==> src/rtl/cpu_pkg.sv <==
// Shared CPU definitions: reset vector, the nop encoding and the prefetch entry
// layout passed from fetch to decode.
package cpu_pkg;

  localparam logic [31:0] DEFAULT_RESET_PC = 32'hBFC0_0000;
  localparam logic [31:0] NOP_INSTR        = 32'h0000_0000;

  typedef struct packed {
    logic [31:0] pc;
    logic [31:0] instr;
    logic        adel;
  } fetch_entry_t;

  typedef enum logic [1:0] {
    FS_RESET = 2'd0,
    FS_RUN   = 2'd1,
    FS_HALT  = 2'd2
  } fetch_state_t;

endpackage

==> src/rtl/fetch_fifo.sv <==
// Prefetch FIFO of fetch entries with synchronous clear and async active-low reset.
// DEPTH must be a power of two so the pointers wrap on their own.
module fetch_fifo
  import cpu_pkg::*;
#(
  parameter int DEPTH = 2,
  parameter int CW    = $clog2(DEPTH) + 1
) (
  input  logic          clk,
  input  logic          rst_n,
  input  logic          push_i,
  input  logic          pop_i,
  input  logic          clear_i,
  input  fetch_entry_t  data_i,
  output fetch_entry_t  data_o,
  output logic [CW-1:0] count_o,
  output logic          empty_o
);

  localparam int AW = $clog2(DEPTH);

  fetch_entry_t   mem_q [DEPTH];
  logic [AW-1:0]  rdPtr_q, wrPtr_q;
  logic [CW-1:0]  count_q;
  logic           doPush, doPop;

  assign doPop   = pop_i & (count_q != '0);
  assign doPush  = push_i & ((count_q != CW'(DEPTH)) | doPop);
  assign data_o  = mem_q[rdPtr_q];
  assign count_o = count_q;
  assign empty_o = (count_q == '0);

  always_ff @(posedge clk or negedge rst_n) begin
    if (!rst_n) begin
      rdPtr_q <= '0;
      wrPtr_q <= '0;
      count_q <= '0;
    end else if (clear_i) begin
      rdPtr_q <= '0;
      wrPtr_q <= '0;
      count_q <= '0;
    end else begin
      if (doPop)  rdPtr_q <= rdPtr_q + 1'b1;
      if (doPush) wrPtr_q <= wrPtr_q + 1'b1;
      count_q <= count_q + CW'(doPush) - CW'(doPop);
    end
  end

  always_ff @(posedge clk) begin
    if (doPush && !clear_i) mem_q[wrPtr_q] <= data_i;
  end

endmodule

==> src/rtl/fetch_unit.sv <==
// Instruction fetch stage: PC generation, credit-limited bus requests, prefetch FIFO
// and decode register. FETCH_ALIGN_CHECK_EN turns misaligned targets into adel entries.
module fetch_unit
  import cpu_pkg::*;
#(
  parameter logic [31:0] RESET_PC   = DEFAULT_RESET_PC,
  parameter int          FIFO_DEPTH = 2
) (
  input  logic        clk,
  input  logic        rst,
  input  logic        stallD,
  input  logic        pcsrcD,
  input  logic        jumpD,
  input  logic [31:0] pcbranchD,
  input  logic [31:0] pcjumpD,
  output logic [31:0] instrD,
  output logic [31:0] pcD,
  output logic        validD,
  output logic        adelD,
  output logic        inst_req,
  output logic [31:0] inst_addr,
  input  logic        inst_addr_ok,
  input  logic        inst_data_ok,
  input  logic [31:0] inst_rdata
);

  // Outstanding count can reach dropped-plus-live, i.e. twice the FIFO depth.
  localparam int CW  = $clog2(FIFO_DEPTH) + 2;
  localparam int FCW = $clog2(FIFO_DEPTH) + 1;

  fetch_state_t   state_q;
  logic [31:0]    fpc_q, instrD_q, pcD_q;
  logic [CW-1:0]  outst_q, outst_d, drop_q, drop_d, live;
  logic           validD_q, adelD_q;
  logic [FCW-1:0] fifoCnt;
  logic           fifoEmpty;
  fetch_entry_t   fifoHead, newEntry;
  logic           redirect, accept, credit, misaligned, errPush, respLive;
  logic           haveNew, advance, bypass, push, pop;
  logic [31:0]    tgtRaw, target;

  assign redirect = (pcsrcD | jumpD) & validD_q & ~stallD;
  assign tgtRaw   = jumpD ? pcjumpD : pcbranchD;
  assign live     = outst_q - drop_q;
  assign credit   = ({{(CW-FCW){1'b0}}, fifoCnt} + live) < CW'(FIFO_DEPTH);

`ifdef FETCH_ALIGN_CHECK_EN
  assign target     = tgtRaw;
  assign misaligned = (fpc_q[1:0] != 2'b00);
  // Wait for live responses to drain so the error entry stays in program order.
  assign errPush    = (state_q == FS_RUN) & misaligned & ~redirect & (live == '0) &
                      (fifoCnt < FCW'(FIFO_DEPTH));
`else
  assign target     = tgtRaw & ~32'h3;
  assign misaligned = 1'b0;
  assign errPush    = 1'b0;
`endif

  assign inst_req  = (state_q == FS_RUN) & credit & ~redirect & ~misaligned;
  assign inst_addr = fpc_q;
  assign accept    = inst_req & inst_addr_ok;
  assign respLive  = inst_data_ok & (drop_q == '0) & ~redirect;
  assign haveNew   = respLive | errPush;

  always_comb begin
    newEntry = '{pc: fpc_q - 32'({outst_q, 2'b00}), instr: inst_rdata, adel: 1'b0};
    if (errPush) newEntry = '{pc: fpc_q, instr: NOP_INSTR, adel: 1'b1};
  end

  assign advance = (~stallD | ~validD_q) & ~redirect;
  assign bypass  = advance & fifoEmpty & haveNew;
  assign push    = haveNew & ~bypass;
  assign pop     = advance & ~fifoEmpty;

  always_comb begin
    outst_d = outst_q + CW'(accept) - CW'(inst_data_ok);
    drop_d  = drop_q;
    if (redirect)                          drop_d = outst_d;
    else if (inst_data_ok && drop_q != '0) drop_d = drop_q - 1'b1;
  end

  fetch_fifo #(.DEPTH(FIFO_DEPTH), .CW(FCW)) u_fifo (
    .clk     (clk),
    .rst_n   (rst),
    .push_i  (push),
    .pop_i   (pop),
    .clear_i (redirect),
    .data_i  (newEntry),
    .data_o  (fifoHead),
    .count_o (fifoCnt),
    .empty_o (fifoEmpty)
  );

  // Decode register takes the FIFO head first, else bypasses a fresh word, else a bubble.
  always_ff @(posedge clk or negedge rst) begin
    if (!rst) begin
      state_q  <= FS_RESET;
      fpc_q    <= RESET_PC;
      outst_q  <= '0;
      drop_q   <= '0;
      instrD_q <= NOP_INSTR;
      pcD_q    <= '0;
      validD_q <= 1'b0;
      adelD_q  <= 1'b0;
    end else begin
      case (state_q)
        FS_RESET: state_q <= FS_RUN;
        FS_RUN:   if (errPush) state_q <= FS_HALT;
        FS_HALT:  if (redirect) state_q <= FS_RUN;
        default:  state_q <= FS_RESET;
      endcase
      if (redirect)    fpc_q <= target;
      else if (accept) fpc_q <= fpc_q + 32'd4;
      outst_q <= outst_d;
      drop_q  <= drop_d;
      if (redirect) begin
        validD_q <= 1'b0;
        instrD_q <= NOP_INSTR;
        adelD_q  <= 1'b0;
      end else if (advance) begin
        if (!fifoEmpty) begin
          validD_q <= 1'b1;
          pcD_q    <= fifoHead.pc;
          instrD_q <= fifoHead.instr;
          adelD_q  <= fifoHead.adel;
        end else if (haveNew) begin
          validD_q <= 1'b1;
          pcD_q    <= newEntry.pc;
          instrD_q <= newEntry.instr;
          adelD_q  <= newEntry.adel;
        end else begin
          validD_q <= 1'b0;
          instrD_q <= NOP_INSTR;
          adelD_q  <= 1'b0;
        end
      end
    end
  end

  assign instrD = instrD_q;
  assign pcD    = pcD_q;
  assign validD = validD_q;
  assign adelD  = adelD_q;

endmodule

==> config.mk <==
export PLATFORM = sky130hd
export DESIGN_NAME = fetch_unit
export DESIGN_NICKNAME = d
export VERILOG_FILES = /design/src/rtl/cpu_pkg.sv /design/src/rtl/fetch_fifo.sv /design/src/rtl/fetch_unit.sv
export SDC_FILE = /design/constraint.sdc
export NUM_CORES = 1
export LEC_CHECK = 0
export ABC_AREA = 1
export CORE_MARGIN = 1
export CORE_UTILIZATION = 48
export CTS_CLUSTER_SIZE = 12
export DETAILED_ROUTE_END_ITERATION = 7
export PLACE_DENSITY = 0.81
export SLEW_MARGIN = 10
export SYNTH_ARGS = -nofsm -noshare
export SYNTH_HDL_FRONTEND = slang
export SYNTH_SLANG_ARGS = --single-unit
==> constraint.sdc <==
create_clock -name clk -period 4.6 [get_ports clk]
set_input_delay 0.69 -clock clk [delete_from_list [all_inputs] [get_ports clk]]
set_output_delay 0.69 -clock clk [all_outputs]
set_load 0.1 [all_outputs]
Word-level counts from Yosys, hierarchy flattened

Memory sizes are Yosys's and may differ from the RTL's.
Cells that the tools add are included.

Memory bits (writable): 128
Register bits: 110
Memories: 1

Memories:

| memory       | depth | width | rd ports | clocked after Yosys merged registers in | wr ports | line             | text |
|---|---|---|---|---|---|---|---|
| u_fifo.mem_q | 2     | 64    | 1        | 0                                       | 1        | fetch_fifo.sv:22 | `fetch_entry_t mem_q [DEPTH];` |

Bitwise gates (word level): 23
$add $sub $neg: 11
Magnitude comparators: 1
Reductions and logical operators: 15
Multiplexer cells: 27
Equal/unequal tests: 5

Operators with widths:

| operator                                                             | count |
|---|---|
| 32-bit two-way mux                                                   | 9 |
| 32-bit by 3-bit adder with 32-bit output, second input constant      | 1 |
| 32-bit by 5-bit subtractor with 32-bit output                        | 1 |
| 1-bit bitwise AND                                                    | 14 |
| 1-bit two-way mux                                                    | 13 |
| 2-bit nonzero test                                                   | 6 |
| 3-bit two-way mux                                                    | 2 |
| 1-bit NOT                                                            | 6 |
| 2-bit one-hot mux with 3 select lines                                | 1 |
| 2-bit zero test                                                      | 2 |
| 2-bit two-way mux                                                    | 2 |
| 2-bit inequality test, second input constant                         | 2 |
| 2-bit by 3-bit adder with 3-bit output                               | 1 |
| 3-bit by 1-bit adder with 3-bit output                               | 1 |
| 3-bit zero test                                                      | 1 |
| 3-bit by 2-bit < comparator with 1-bit output, second input constant | 1 |
| 1-bit OR                                                             | 3 |
| 3-bit AND reduction                                                  | 1 |
| 3-bit nonzero test                                                   | 1 |
| 3-bit by 1-bit subtractor with 3-bit output                          | 1 |
| 3-bit by 1-bit subtractor with 3-bit output, second input constant   | 1 |
| 3-bit subtractor                                                     | 1 |
| 1-bit adder, second input constant                                   | 2 |
| 2-bit by 1-bit adder with 2-bit output                               | 1 |
| 7 further kinds                                                      | 8 |

Depth between registers and ports, before layout

Depth after elaboration: 13
Gate-level depth with buffers: 21

Modules after synthesis

From an unflattened synthesis, not the netlist that was laid out.

Cell total of the unflattened synthesis: 1474
Area total of the unflattened synthesis: 12096.6 um2

By module, submodules not included:

| module     | cells an instance | area an instance (um2) | instances | seq. area each (um2) |
|---|---|---|---|---|
| fetch_unit | 1097              | 7124.3                 | 1         | 2588.7 |
| fetch_fifo | 377               | 4972.3                 | 1         | 4003.8 |

Least setup slack after synthesis

OpenSTA, ideal clock, no wires.

Path type: flip-flop to flip-flop
Start: register validD_q (netlist: validD)
End: memory u_fifo.mem_q[1][0] (netlist name) (enable)
Required time: 4.118 ns
Library setup time: 0.482 ns
Arrival: 4.176 ns
Slack: -0.058 ns
Cell stages (with the launch flop): 6
Path through: dfrtp_1 -> buf_2 -> o21ai_4 -> o21ai_0 -> nand2_1 -> nor2_1

Word-level cells in the longest chain between the ends: 12

RTL lines:

| element                                   | line              | text |
|---|---|---|
| from (decl)                               | fetch_unit.sv:34  | `logic validD_q, adelD_q;` |
| from (signal assigned)                    | fetch_unit.sv:103 | `validD_q <= 1'b0;` |
| from (signal assigned)                    | fetch_unit.sv:117 | `validD_q <= 1'b0;` |
| from (signal assigned)                    | fetch_unit.sv:122 | `validD_q <= 1'b1;` |
| 1-bit bitwise AND (2 in a row)            | fetch_unit.sv:42  | `assign redirect = (pcsrcD \| jumpD) & validD_q & ~stallD;` |
| 1-bit NOT (no line)                       | --                |  |
| 1-bit bitwise AND                         | fetch_unit.sv:70  | `assign advance = (~stallD \| ~validD_q) & ~redirect;` |
| 1-bit bitwise AND (2 in a row)            | fetch_unit.sv:71  | `assign bypass = advance & fifoEmpty & haveNew;` |
| 1-bit NOT                                 | fetch_unit.sv:72  | `assign push = haveNew & ~bypass;` |
| 1-bit bitwise AND                         | fetch_unit.sv:72  |  |
| 1-bit bitwise AND                         | fetch_fifo.sv:28  | `assign doPush = push_i & ((count_q != CW'(DEPTH)) \| doPop);` |
| 1-bit logical AND *                       | fetch_fifo.sv:50  | `if (doPush && !clear_i) mem_q[wrPtr_q] <= data_i;` |
| 1-bit two-way mux *                       | fetch_fifo.sv:50  |  |
| 1-bit two-way mux (not written as such) * | fetch_fifo.sv:50  |  |
| to (decl)                                 | fetch_fifo.sv:22  |  |

Every way passes the cells marked *; elsewhere a longest branch is shown, timed or not.

Worst setup path after layout

Start: register outst_q[1]
End: register drop_q[2]

Word-level cells in the longest chain between the ends: 9

RTL lines:

| element                                       | line              | text |
|---|---|---|
| from (decl)                                   | fetch_unit.sv:33  | `logic [CW-1:0] outst_q, outst_d, drop_q, drop_d, live;` |
| from (signal assigned)                        | fetch_unit.sv:114 | `outst_q <= outst_d;` |
| 3-bit subtractor                              | fetch_unit.sv:44  | `assign live = outst_q - drop_q;` |
| 2-bit by 3-bit adder with 3-bit output        | fetch_unit.sv:45  | `assign credit = ({{(CW-FCW){1'b0}}, fifoCnt} + live) < CW'(FIFO_DEPTH);` |
| 3-bit by 2-bit < comparator with 1-bit output | fetch_unit.sv:45  |  |
| 1-bit bitwise AND (2 in a row)                | fetch_unit.sv:59  | `assign inst_req = (state_q == FS_RUN) & credit & ~redirect & ~misaligned;` |
| 1-bit bitwise AND                             | fetch_unit.sv:61  | `assign accept = inst_req & inst_addr_ok;` |
| 3-bit by 1-bit adder with 3-bit output *      | fetch_unit.sv:76  | `outst_d = outst_q + CW'(accept) - CW'(inst_data_ok);` |
| 3-bit by 1-bit subtractor with 3-bit output * | fetch_unit.sv:76  |  |
| via outst_d[2]                                | fetch_unit.sv:33  |  |
| 3-bit two-way mux *                           | fetch_unit.sv:78  | `if (redirect) drop_d = outst_d;` |
| to (signal assigned)                          | fetch_unit.sv:115 | `drop_q <= drop_d;` |
| to (decl)                                     | fetch_unit.sv:33  |  |

Mark *: on every way through the listed nets, which the timed path passes. The rest lies on a longest branch.
A chain may end at the register's enable or synchronous reset.

==> flow_summary.json <==
{
  "fin_crit_ns": 3.76,
  "yosysMostFrequentCell": "nand2_1",
  "grt_pass1_vias": 9917,
  "ys_ff_latch": 228,
  "rows": 56,
  "die_width_um": 157,
  "coreArea_mm2": 0.0236,
  "ys_top_cells_by_area": "edfxtp_1 (32%), dfrtp_1 (20%), nand2_1 (13%)",
  "io_buffers": 192,
  "synth_cells": 1354,
  "ys_seq_area_frac": 0.546,
  "grt.total_usage": 0.267,
  "drv_cap": 0,
  "netlist_top_cells_count": "nand2_1 (393), nor2_1 (192), edfxtp_1 (124), nand3_1 (105), dfrtp_1 (95)",
  "synth-main-ff-cell": "edfxtp_1",
  "finalMaxSlewViolations": 0,
  "clkSinkCount": 228,
  "holdBufCountCts": 0,
  "gp_congestion": 0.984,
  "rsz0062_at_grt": "no",
  "initial_utilization": 0.491,
  "seqCellArea_mm2": 0.00634,
  "fill_cells": 1951,
  "synthArstFlopShare": 0.456,
  "drcViolationCount": 0,
  "grt_pass1_wl_um": 51600,
  "endpoint_kind": "flip-flop",
  "slowest_delay_ns": 0.51,
  "slew_headroom": 0.186,
  "worstPathArrival_ns": 4.23,
  "die_area_mm2": 0.0248,
  "hold_viol_final": 0,
  "antenna_found_initial": 0,
  "utilization": 0.616,
  "grt_max_degree": 65,
  "r2r-end": "drop_q[2]$_DFFE_PN0P_",
  "area_growth_pct": 25.3,
  "syn-cell-area_mm2": 0.0116,
  "tightest_slew_ns": 1.22,
  "ctsResizeCount": 0,
  "fin_nets": 1632,
  "worstSetupPathType": "reg -> reg",
  "vias_per_cell": 5.56,
  "place_inst": 1806,
  "finalSetupViolations": 0,
  "cts_setup_buffers": 0,
  "regToRegStartpoint": "outst_q[1]$_DFF_PN0_",
  "worstPathRequired_ns": 5.06,
  "first_pass_iters": 6,
  "critPathSlowestCell": "fa_1",
  "final.setup.tns_ns": 0,
  "clock_skew_ns": 0.0267,
  "path_max_fanout": 11,
  "fmax_mhz": 266,
  "hp-class": "in -> async",
  "yosys.area.top_type": "edfxtp_1",
  "yosysWarnings": 0,
  "r2r_slack_ns": 0.84,
  "cts_tree": "yes",
  "clk-insertion-delay-late_ns": 0.55,
  "drt-initial-drc-count": 836,
  "drt-total-wl_um": 32900,
  "start_kind": "flip-flop",
  "cpMostUsedCell": "inv_1",
  "wl_per_cell_um": 17.8,
  "reg2regPathDepth": 19,
  "clockBufferDepth": 3,
  "drive_gt1_frac": 0.0548,
  "synth_edf_count": 124,
  "gr-total-overflow": 0,
  "path_clk_slew_ns": 0.06,
  "fin_cells": 1852,
  "ios": 202,
  "htreeDepth": 1,
  "ant_nets": 0,
  "num_antenna_cells": 0,
  "ys_types": 38,
  "root_buffer": "clkbuf_16",
  "fp.dieH_um": 157,
  "crit_chain": "inv_1 > fa_1 > fa_1 > inv_1 > nand2_1 > nand2_1 > nand3_1 > nand2_1 > nand3_1 > buf_4 > ha_1 > inv_1 > ha_1 > inv_1 > fa_1 > xnor2_1 > xor2_1 > nor2_1 > o22ai_1",
  "syn_area_per_cell_um2": 8.57,
  "status": "finished clean",
  "synthDominantCellAreaShare": 0.321,
  "multi_input_area_mm2": 0.00460,
  "fin_crit_sh": 0.818,
  "vias": 10300,
  "cts_buffers": 25,
  "dp_hpwl_um": 22200
}
## logic make-up (layout without fill, tap and decap cells)
family                     count (synthesis)  after routing  share of synthesized area
and+or+nand+nor                          742            742                      0.263
DFF                                      228            228                      0.546
AOI/OAI and AO/OA                        177            177                     0.0926
buffers and inverters                    165            340                     0.0596
xor gates and xnor gates                  24             24                     0.0181
adders and majority gates                 15             15                     0.0188
other                                      2              6                   0.000647
muxes                                      1              1                   0.000863
## layout by cell type (no fill, tap or decap), drive strengths merged
master | netlist | layout
a21oi | 61 | 61
a31oi | 13 | 13
buf | 42 | 19
bufinv | 0 | 1
clkbuf | 38 | 39
clkdlybuf4s50 | 0 | 190
clkinv | 0 | 3
clkinvlp | 0 | 1
conb | 2 | 6
dfrtp | 95 | 95
dfstp | 9 | 9
edfxtp | 124 | 124
fa | 4 | 4
ha | 11 | 11
inv | 85 | 87
mux2i | 1 | 1
nand2 | 394 | 394
nand3 | 106 | 106
nand4 | 38 | 38
nor2 | 194 | 194
nor3 | 2 | 2
o211ai | 9 | 9
o21ai | 59 | 59
o21bai | 1 | 1
o221ai | 1 | 1
o22ai | 1 | 1
o311ai | 32 | 32
or2 | 8 | 8
xnor2 | 6 | 6
xor2 | 18 | 18
## how the worst max path moves through the flow
stage | cells after the start | from | end | slack (ns)
detailed placement | 19 | outst_q[1]$_DFF_PN0_ | drop_q[2]$_DFFE_PN0P_ | 0.84
CTS | 19 | outst_q[1]$_DFF_PN0_ | drop_q[2]$_DFFE_PN0P_ | 0.82
finish | 19 | outst_q[1]$_DFF_PN0_ | drop_q[2]$_DFFE_PN0P_ | 0.84
global route | 19 | outst_q[1]$_DFF_PN0_ | drop_q[2]$_DFFE_PN0P_ | 0.52
floorplan | 6 | outst_q[1]$_DFF_PN0_ | inst_req | 0.70
global placement | 17 | jumpD | drop_q[2]$_DFFE_PN0P_ | 0.96
## sequential cells by signal (all words and copies together) (netlist names)
name            flops
u_fifo.mem_q      124
validD              1
state_q             1
u_fifo.wrPtr_q      1
u_fifo.count_o      2
drop_q              3
outst_q             3
u_fifo.rdPtr_q      1
inst_addr          30
pcD                30
instrD             32
## per-layer routing
layer,GRT usage,wire [µm],up-vias
met5,0,0,-
met4,0.0767,760,0
met3,0.0402,2650,69
met2,0.443,15700,497
met1,0.363,13800,4875
li1,-,-,4849
## critical path: cells and delay by family (launching register included)
kind	cells	cell delay (ns)
AOI/OAI and AO/OA	1	0.14
xor gates and xnor gates	2	0.37
adders and majority gates	5	1.80
buffers and inverters	5	0.50
DFF	1	0.47
and+or+nand+nor	6	0.39
## metrics by stage
stage          setup WS (ns)  instance area (µm²)  hold WS, ns
3_3_place_gp           0.961                13700        0.465
3_5_place_dp           0.838                13700        0.465
6_report               0.838                14500       0.0437
4_1_cts                0.821                14500       0.0377
2_1_floorplan          0.703                11600        0.394
5_1_grt                0.522                14500       0.0610
## layout make-up
class,count,share of cell area
inverter,85,0.0221
sequential,228,0.436
timing repair buffer,209,0.143
clock buffer,39,0.0494
tap,319,0.0275
clock inverter,7,0.00559
multi-input combinational,965,0.316
Power is left out: the tool's default activity adds up to more than one toggle a clock period on the data nets, which glitch-free logic cannot reach.
